### src/rtl/uart_tx_fifo.sv
// UART transmitter draining a show-ahead FIFO: pops a word, sends start,
// data LSB first, optional parity, stop bit(s); back-to-back with no gap.
// Ports: clk_i, rst_i (sync, active high), tx_en_i, fifo_data_i,
//   fifo_empty_i, fifo_rd_en_o (pop strobe), tx_o (serial), busy_o.
module uart_tx_fifo #(
  parameter int DATA_BITS    = 8,
  parameter int CLKS_PER_BIT = 16,
  parameter int PARITY       = 0,
  parameter int STOP_BITS    = 1
) (
  input  logic                 clk_i,
  input  logic                 rst_i,
  input  logic                 tx_en_i,
  input  logic [DATA_BITS-1:0] fifo_data_i,
  input  logic                 fifo_empty_i,
  output logic                 fifo_rd_en_o,
  output logic                 tx_o,
  output logic                 busy_o
);

  localparam int CW = $clog2(CLKS_PER_BIT);
  localparam int IW = $clog2(DATA_BITS);
  localparam logic [CW-1:0] CNT_MAX = CW'(CLKS_PER_BIT - 1);
  localparam logic [IW-1:0] D_LAST  = IW'(DATA_BITS - 1);
  localparam logic [IW-1:0] S_LAST  = IW'(STOP_BITS - 1);

  typedef enum logic [2:0] {
    S_IDLE,
    S_START,
    S_DATA,
    S_PAR,
    S_STOP
  } state_e;

  state_e               state_q, state_d;
  logic [CW-1:0]        cnt_q, cnt_d;
  logic [IW-1:0]        idx_q, idx_d;
  logic [DATA_BITS-1:0] sh_q, sh_d;
  logic                 par_q, par_d;
  logic                 tx_q, tx_d;
  logic                 bit_end;
  logic                 last_stop;
  logic                 pop;
  logic                 par_calc;

  assign bit_end   = (cnt_q == CNT_MAX);
  assign last_stop = (state_q == S_STOP) & bit_end & (idx_q == S_LAST);
  assign pop       = ~rst_i & tx_en_i & ~fifo_empty_i &
                     ((state_q == S_IDLE) | last_stop);
  assign par_calc  = (PARITY == 1) ? ~^fifo_data_i : ^fifo_data_i;

  assign fifo_rd_en_o = pop;
  assign tx_o         = tx_q;
  assign busy_o       = (state_q != S_IDLE) & ~rst_i;

  always_comb begin
    state_d = state_q;
    cnt_d   = (state_q == S_IDLE || bit_end) ? '0 : cnt_q + 1'b1;
    idx_d   = idx_q;
    sh_d    = sh_q;
    par_d   = par_q;
    tx_d    = tx_q;
    unique case (state_q)
      S_IDLE: begin
        tx_d = 1'b1;
        if (pop) begin
          state_d = S_START;
          tx_d    = 1'b0;
        end
      end
      S_START: begin
        if (bit_end) begin
          state_d = S_DATA;
          idx_d   = '0;
          tx_d    = sh_q[0];
        end
      end
      S_DATA: begin
        if (bit_end) begin
          sh_d  = sh_q >> 1;
          tx_d  = sh_q[1];
          idx_d = idx_q + 1'b1;
          if (idx_q == D_LAST) begin
            idx_d = '0;
            if (PARITY != 0) begin
              state_d = S_PAR;
              tx_d    = par_q;
            end else begin
              state_d = S_STOP;
              tx_d    = 1'b1;
            end
          end
        end
      end
      S_PAR: begin
        if (bit_end) begin
          state_d = S_STOP;
          tx_d    = 1'b1;
        end
      end
      S_STOP: begin
        if (bit_end) begin
          if (idx_q == S_LAST) begin
            // Next frame starts straight out of the stop bit if a word waits.
            state_d = pop ? S_START : S_IDLE;
            tx_d    = ~pop;
          end else begin
            idx_d = idx_q + 1'b1;
          end
        end
      end
      default: begin
        state_d = S_IDLE;
        tx_d    = 1'b1;
      end
    endcase
    if (pop) begin
      sh_d  = fifo_data_i;
      par_d = par_calc;
    end
  end

  always_ff @(posedge clk_i) begin
    if (rst_i) begin
      state_q <= S_IDLE;
      cnt_q   <= '0;
      idx_q   <= '0;
      sh_q    <= '0;
      par_q   <= 1'b0;
      tx_q    <= 1'b1;
    end else begin
      state_q <= state_d;
      cnt_q   <= cnt_d;
      idx_q   <= idx_d;
      sh_q    <= sh_d;
      par_q   <= par_d;
      tx_q    <= tx_d;
    end
  end

endmodule

### config.mk
export PLATFORM = sky130hd
export DESIGN_NAME = uart_tx_fifo
export DESIGN_NICKNAME = d
export VERILOG_FILES = /design/src/rtl/uart_tx_fifo.sv
export SDC_FILE = /design/constraint.sdc
export NUM_CORES = 1
export LEC_CHECK = 0
export ABC_AREA = 1
export BUFFER_PORTS_ARGS = -buffer_cell sky130_fd_sc_hd__buf_2
export CAP_MARGIN = 25
export CORE_MARGIN = 10
export CORE_UTILIZATION = 59
export CTS_BUF_LIST = sky130_fd_sc_hd__clkbuf_4 sky130_fd_sc_hd__clkbuf_8 sky130_fd_sc_hd__clkbuf_16
export DETAILED_ROUTE_END_ITERATION = 10
export GPL_ROUTABILITY_DRIVEN = 0
export HOLD_SLACK_MARGIN = 0.1
export PLACE_DENSITY = 0.79
export SYNTH_ARGS = -nofsm -noshare
export SYNTH_HDL_FRONTEND = slang
export SYNTH_SLANG_ARGS = --single-unit
export TNS_END_PERCENT = 5
### constraint.sdc
create_clock -name clk_i -period 3.4 [get_ports clk_i]
set_input_delay 0.68 -clock clk_i [delete_from_list [all_inputs] [get_ports clk_i]]
set_output_delay 0.68 -clock clk_i [all_outputs]
set_load 0.03 [all_outputs]
==> impl_metrics.tcl, run 1 <==
set metrics [dict create \
    synth_seq_cells 19 \
    antenna_found_initial 0 \
    rsz0062_at_grt "false" \
    tightestPinTransition_ns 0.3048 \
    ys_async_sr_fraction_pct 0 \
    synth_top_area_cell "dfxtp_1" \
    n_antenna_cell 0 \
    dieArea_um2 3969 \
    setup_tns_ns 0 \
    h-tree-depth 1 \
    syn_to_final_growth_pct 10.44 \
    r2r_slack_ns 1.86 \
    arrival_ns 1.76 \
    max_freq_mhz 410.3 \
    finClkSkew_ns 0.004389 \
    wirelength_um 2082 \
    grt_use_total_pct 11.15 \
    setup_viol 0 \
    grt_pass1_vias 916 \
    ant_nets 0 \
    r2r_cells 6 \
    hp-class "flop to flop" \
    slew_violations 0 \
    grt_max_degree 19 \
    cts_root_buf "clkbuf_4" \
    synth_warnings 0 \
    swShare_pct 39.26 \
    leakagePower_nw 0.6257 \
    io_pins 15 \
    cap_violations 0 \
    worstReg2RegStart "cnt_q[0]$_SDFF_PP0_" \
    hp-start "cnt_q[0]$_SDFF_PP0_" \
    synthFlopType "dfxtp_1" \
    vias 1004 \
    synthTopCellsByArea "dfxtp_1, nand2_1, nand3_1" \
    cp_common_cell "buf_2" \
    first_iter_violations 52 \
    dp_hpwl_um 1720 \
    post-route-period-util_pct 71.68 \
    synth_edf_count 0 \
    drc 0 \
    die_h_um 63 \
    drive_gt1_share_pct 17.68 \
    synth.distinct_cells 20 \
    die_w_um 63 \
    final_cells 206 \
    postCtsSetupRepairBufs 0 \
    end_kind "output port" \
    holdPathStages 1 \
    path_cells "buf_2, inv_2, nand2_1, nor2_8, nand2_4, inv_1, buf_2" \
    synth_nets 181 \
    finalHoldViolCount 0 \
    intPower_mw 0.3699 \
    cpPeakStageDelay_ns 0.20 \
    clockPowerShare_pct 18.1 \
    critPathKind "input port to output port" \
    place_inst 202 \
    comb_power_share_pct 37.3 \
    firstDrtPassIters 4 \
    peakVddDrop_mv 0.3504 \
    p_seq_share_pct 44.6 \
    ctsHoldBuffers 0 \
    rows 15 \
    yosysTopAreaCellShare_pct 34.86 \
    powerDensity_nw_per_um2 505.5 \
    syn_avg_cell_area_um2 6.612 \
    rr_endpoint "sh_q[0]$_SDFFE_PP0P_" \
    port_buffers 14 \
    outcome "finished, final reports clean" \
    fin_nets 198 \
    worstPathMaxFanout 18 \
    vias_per_cell 4.874 \
    cts_made_buffers 3 \
    synthTopCellsByCount "nand2_1, inv_1, nor2_1" \
    cts.sinks 19 \
    floorplan.initialDensity_pct 62.51 \
    clkTransAtPathRegs_ns 0.11 \
    syn_inst 165 \
    clock_latency_ns 0.29 \
    postCtsResizedCells 0 \
    slew_headroom_pct 79.66 \
    yosysMostFrequentCell "nand2_1" \
    cp_data_required_time_ns 2.72 \
    power_switching_mw 0.2391 \
    min_period_ns 2.437 \
    grt_pass1_wl_um 3774 \
    globalRouteOverflowTotal 0 \
    critPathSlowestCell "buf_2" \
    min_to "cnt_q[0]$_SDFF_PP0_" \
    start_kind "input port" \
    ys_seq_area_share_pct 34.86 \
    power.total_mw 0.6090 \
    cts_tree "yes" \
    core_area_um2 1745 \
    routedWlPerCell_um 10.11 \
    cts_buffer_depth 2 \
    post-route-util_pct 69.03 \
    netlist_area_um2 1091 \
]
==> metal layers <==
layer  vias to the layer above  global-route usage, %  part of all wire [%]
met5                         -                      0                     0
met2                        23                  17.77                    48
met3                         2                  3.226                   5.0
met1                       433                  13.98                    47
met4                         0                  3.352                  0.62
li1                        546                      -                     -
==> power by group through the flow <==
| stage | Combinational, mW | Sequential (mW) | Clock, mW |
|---|---|---|---|
| final | 0.227 | 0.272 | 0.110 |
| after CTS | 0.227 | 0.271 | 0.115 |
| after global placement | 0.223 | 0.275 | 0 |
| after floorplan | 0.175 | 0.280 | 0 |
| after detailed placement | 0.227 | 0.276 | 0 |
| after global routing | 0.262 | 0.275 | 0.121 |
==> state kept, by name, summed over array words and instances (netlist names) <==
signal and cells:
idx_q 3, sh_q 8, state_q 3, cnt_q 4, tx_o 1
==> kinds of logic (layout without fill, tap and decap cells) <==
group,Yosys count,count (layout),synth area share [%]
simple gates,97,97,41.29
xor+xnor,2,2,1.606
buf+inv,27,43,9.977
flops,19,19,34.86
compound gates,16,16,7.683
fa+ha+maj,4,4,4.587
==> through the flow <==
stage / worst slack, ns / instance area (um2) / hold WS, ns
4_1_cts: 0.9524 / 1205 / 0.4653
3_3_place_gp: 1.024 / 1177 / 0.4291
3_5_place_dp: 0.9596 / 1177 / 0.4402
2_1_floorplan: 1.384 / 1091 / 0.4179
6_report: 0.9628 / 1205 / 0.4620
5_1_grt: 0.8100 / 1205 / 0.5073
==> cell usage in the layout (no fill, tap or decap), types with 2 or more instances in the layout <==
cell	netlist	final
clkbuf_4	0	3
dfxtp_1	19	19
ha_1	4	4
inv_2	3	3
nor2_1	20	20
nand3_1	19	19
o21ai_0	6	6
a21oi_1	9	9
nand2_1	47	47
nor2_2	3	3
nand3_2	3	3
nand2_4	2	2
inv_1	22	22
buf_2	0	14
==> final cells by class <==
class                      instances  area (um2)
tap                               25       31.28
clock inverter                     1       5.005
clock buffer                       3       22.52
inverter                          25       93.84
multi-input combinational        119       601.8
sequential                        19       380.4
fill                             167       540.5
timing repair buffer              14       70.07
==> worst max-delay path, delay by kind of cell <==
family	cells	cell delay [ns]
buffers and inverters	4	0.61
and+or+nand+nor	3	0.47
==> worst max-delay path by stage <==
stage,startpoint,end,slack (ns),depth (start not counted)
floorplan,rst_i,fifo_rd_en_o,1.38,5
global placement,rst_i,fifo_rd_en_o,1.02,7
detailed placement,rst_i,fifo_rd_en_o,0.96,7
CTS,cnt_q[0]$_SDFF_PP0_,fifo_rd_en_o,0.95,8
global route,cnt_q[0]$_SDFF_PP0_,fifo_rd_en_o,0.81,8
finish,rst_i,fifo_rd_en_o,0.96,7
(Power assumes the default switching activity.)
==> run 2: changes to the inputs <==
- CORE_UTILIZATION: 59 -> 55
- PLACE_DENSITY: 0.79 -> 0.74
- clock period: 3.4 -> 2.33 ns (I/O delays scaled with it)
==> run 2 against run 1 <==
Core utilization down 5.6 points; combinational power rose by 50%; clock power is 55% higher; first-iteration DRC count decreased by 63%; highest routed layer unchanged; via count rose by 2.6%; sequential power rose by 46%; design area increased by 1.2%; routed wire length up 8.2%; critical path depth rose by 1.
==> impl_metrics.tcl, run 2 (same netlist as run 1, synthesis figures left out) <==
set metrics [dict create \
    outcome "finished, final reports clean" \
    critPathKind "flop to output port" \
    peakVddDrop_mv 0.4701 \
    globalRouteOverflowTotal 0 \
    place_inst 204 \
    cap_violations 0 \
    first_iter_violations 19 \
    finalHoldViolCount 0 \
    largestRegisters "sh_q x8, cnt_q x4" \
    final_cell_mix "nand2_1, inv_1, nor2_1" \
    firstDrtPassIters 5 \
    clkTransAtPathRegs_ns 0.11 \
    slew_headroom_pct 78.42 \
    grt_use_total_pct 10.58 \
    topRoutingLayerUsed "met4" \
    setup_tns_ns 0 \
    min_period_ns 2.166 \
    wl_met3_um 129 \
    port_buffers 14 \
    dieArea_um2 4165 \
    start_kind "flop" \
    vias 1030 \
    arrival_ns 1.70 \
    finClkSkew_ns 0.0008364 \
    antenna_found_initial 0 \
    die_h_um 64.54 \
    vias_per_cell 4.952 \
    max_freq_mhz 461.6 \
    cts_tree "yes" \
    holdPathStages 3 \
    ant_nets 0 \
    num-fill-cells 197 \
    worstPathMaxFanout 18 \
    end_kind "output port" \
    r2r_cells 7 \
    cts_buffer_depth 2 \
    leakagePower_nw 0.6227 \
    powerDensity_nw_per_um2 743.7 \
    clock_latency_ns 0.30 \
    grt_pass1_wl_um 3643 \
    largest_reg_flops 8 \
    post-route-period-util_pct 92.97 \
    floorplan.initialDensity_pct 56.77 \
    rows 16 \
    final_area_um2 1220 \
    io_pins 15 \
    routedWlPerCell_um 10.83 \
    final_common_cell "nand2_1" \
    final_cells 208 \
    h-tree-depth 1 \
    grt_pass1_vias 915 \
    grt_max_degree 19 \
    cts_made_buffers 3 \
    cp_data_required_time_ns 1.86 \
    fin_nets 198 \
    ctsHoldBuffers 0 \
    hp-class "input port to flop" \
    core_area_um2 1922 \
    regMostFlops "sh_q" \
    tightestPinTransition_ns 0.3203 \
    cts.sinks 19 \
    rsz0062_at_grt "false" \
    place_area_um2 1180 \
    drive_gt1_share_pct 18.23 \
    die_w_um 64.54 \
    wirelength_um 2253 \
    dp_hpwl_um 1778 \
    slew_violations 0 \
    wl_met2_um 1068 \
    syn_to_final_growth_pct 11.81 \
    cts_root_buf "clkbuf_4" \
    met1Wirelength_um 1015 \
    drc 0 \
    setup_viol 0 \
    n_antenna_cell 0 \
]
==> run 2: power breakdown <==
group | switching [mW] | internal (mW) | total, mW
Clock | 0.106 | 0.0641 | 0.170
Combinational | 0.229 | 0.111 | 0.340
Sequential | 0.0274 | 0.370 | 0.397
==> run 2: cell type report <==
cell class	count	area (um2)	area share (%)
tap	27	33.78	2.769
timing repair buffer	14	72.57	5.949
multi-input combinational	119	610.6	50.05
inverter	25	93.84	7.692
clock inverter	1	5.005	0.4103
sequential	19	381.6	31.28
clock buffer	3	22.52	1.846
==> run 2: worst max-delay path, stage by stage, from the launching register on <==
cell	delay, ns
dfxtp_2	0.36
ha_1	0.20
nand3_2	0.13
inv_1	0.11
nand3_2	0.09
nand2_4	0.13
nand2_8	0.11
inv_1	0.08
clkbuf_4	0.18
==> run 2: path summary, 6_finish.rpt <==
check                                       endpoint               startpoint  slack [ns]
worst max-delay path                    fifo_rd_en_o      cnt_q[0]$_SDFF_PP0_        0.16
worst min-delay path            sh_q[7]$_SDFFE_PP0P_           fifo_data_i[7]        0.40
worst max register to register  sh_q[6]$_SDFFE_PP0P_  state_q[1]$_SDFFE_PP0P_        0.81
worst min register to register   cnt_q[0]$_SDFF_PP0_      cnt_q[0]$_SDFF_PP0_        0.43
==> run 2: per-stage QoR <==
stage	total power [mW]	hold slack [ns]	setup WS (ns)	utilization (%)
2_1_floorplan	0.6645	0.4179	0.6566	-
3_3_place_gp	0.7287	0.4317	0.3741	61.39
3_5_place_dp	0.7339	0.4495	0.3193	61.39
4_1_cts	0.9017	0.3988	0.1043	62.83
5_1_grt	0.9751	0.4009	0.03192	63.48
6_report	0.9073	0.4000	0.1638	63.48
==> run 2: per-layer routing <==
layer  vias up  track usage [%]
met5         -                0
met4         0            5.615
met3         5            3.265
met2        23            17.61
met1       454            11.82
li1        548                -
==> run 2: timing repair <==
| action | CTS | global route |
|---|---|---|
| buffers inserted | 0 | 0 |
| gates resized for setup | 0 | 3 |
| endpoints found under the setup margin | 0 | 1 |
==> run 3: changes to the inputs <==
- CORE_ASPECT_RATIO: default -> 1.25
- CORE_MARGIN: 10 -> default
==> run 3 against run 2 <==
Design area down 0.92%; routed wire length down 4.6%; register-to-register slack worse by 0.03 ns; flip-flop and latch count unchanged; count of clock-buffer cells in the layout unchanged; critical path type unchanged; highest routed layer unchanged.
==> impl_metrics.tcl, run 3 (same netlist as run 1, synthesis figures left out) <==
set metrics [dict create \
    grt_pass1_wl_um 3553 \
    final_common_cell "nand2_1" \
    globalRouteMet1Util_pct 23.26 \
    setup_viol 0 \
    slew_violations 0 \
    firstDrtPassIters 4 \
    hp-class "input port to flop" \
    clock_latency_ns 0.30 \
    whs_ns 0.4047 \
    cts_root_buf "clkbuf_4" \
    rows 17 \
    end_kind "output port" \
    first_iter_violations 19 \
    grt_use_total_pct 21.73 \
    peakVddDrop_mv 0.5144 \
    final_cells 200 \
    cp_data_required_time_ns 1.86 \
    cts_tree "yes" \
    grt_pass1_vias 897 \
    tightestPinTransition_ns 0.3212 \
    largestRegisters "sh_q x8, cnt_q x4" \
    grt-busiest-layer "met2" \
    postCtsResizedCells 0 \
    dieArea_um2 2167 \
    max_freq_mhz 455.5 \
    floorplan.initialDensity_pct 60.35 \
    min_period_ns 2.195 \
    powerDensity_nw_per_um2 746.7 \
    finalHoldViolCount 0 \
    place_inst 196 \
    outcome "finished, final reports clean" \
    die_h_um 51.80 \
    postCtsSetupRepairBufs 0 \
    critPathKind "flop to output port" \
    finClkSkew_ns 0.001930 \
    core_area_um2 1808 \
    grt_max_degree 19 \
    final_cell_mix "nand2_1, inv_1, nor2_1" \
    ctsHoldBuffers 0 \
    largest_reg_flops 8 \
    post-route-period-util_pct 94.22 \
    antenna_found_initial 0 \
    io_pins 15 \
    start_kind "flop" \
    worstPathMaxFanout 18 \
    cap_violations 0 \
    regMostFlops "sh_q" \
    met2_usage_pct 39.32 \
    slew_headroom_pct 78.36 \
    arrival_ns 1.73 \
    dp_hpwl_um 1692 \
    port_buffers 14 \
    drive_gt1_share_pct 17.68 \
    grt_util_met3_pct 2.083 \
    setup_tns_ns 0 \
    ant_nets 0 \
    fin_nets 198 \
    die_w_um 41.84 \
    cts_buffer_depth 2 \
    routedWlPerCell_um 10.75 \
    cts_made_buffers 3 \
    wirelength_um 2150 \
    h-tree-depth 1 \
    drc 0 \
    post-route-util_pct 66.85 \
    vias_per_cell 5.110 \
    leakagePower_nw 0.6224 \
    vias 1022 \
    syn_to_final_growth_pct 10.78 \
    n_antenna_cell 0 \
    globalRouteOverflowTotal 0 \
    cts.sinks 19 \
    clkTransAtPathRegs_ns 0.11 \
]
[run 3: cell types whose count changed in the layout (fill, tap and decap cells not counted)]
cell	change
dfxtp_2	-1
dfxtp_1	+1
[run 3: final cells by class]
| type | instances | area [um2] |
|---|---|---|
| Multi-Input combinational cell | 119 | 610.6 |
| Fill cell | 178 | 599.3 |
| Inverter | 25 | 93.84 |
| Timing Repair Buffer | 14 | 72.57 |
| Clock buffer | 3 | 22.52 |
| Tap cell | 19 | 23.77 |
| Clock inverter | 1 | 5.005 |
| Sequential cell | 19 | 380.4 |
[run 3: through the flow]
step	instance area [um2]	setup WS [ns]	total power, mW
floorplan	1091	0.6566	0.6645
global placement	1170	0.3728	0.7246
detailed placement	1170	0.3335	0.7364
CTS	1197	0.09104	0.9063
global route	1209	-0.007909	0.9724
finish	1209	0.1346	0.9025
[run 3: per-layer routing]
| metal | vias to the layer above | share of wire [%] |
|---|---|---|
| met4 | 0 | 4.6 |
| met2 | 23 | 53 |
| met5 | - | 0 |
| met1 | 447 | 39 |
| li1 | 542 | - |
| met3 | 10 | 2.9 |
[run 3: worst max-delay path: stages, from the launching register on]
cell,delay [ns]
dfxtp_1,0.37
ha_1,0.20
nand3_2,0.13
inv_1,0.11
nand3_2,0.10
nand2_4,0.14
nand2_8,0.11
inv_1,0.09
clkbuf_4,0.18
[run 3: power breakdown]
group | switching (mW) | internal (mW) | leakage, nW
clock network | 0.102 | 0.0640 | 0.0177
logic | 0.226 | 0.111 | 0.450
registers | 0.0308 | 0.368 | 0.155
[run 3: path summary, 6_finish.rpt]
kind,from,endpoint,slack (ns),cells after the start
hold reg to reg,cnt_q[0]$_SDFF_PP0_,cnt_q[0]$_SDFF_PP0_,0.46,1
hold / removal,fifo_data_i[7],sh_q[7]$_SDFFE_PP0P_,0.40,3
setup reg to reg,cnt_q[0]$_SDFF_PP0_,sh_q[0]$_SDFFE_PP0P_,0.78,6
setup / recovery,cnt_q[0]$_SDFF_PP0_,fifo_rd_en_o,0.13,8
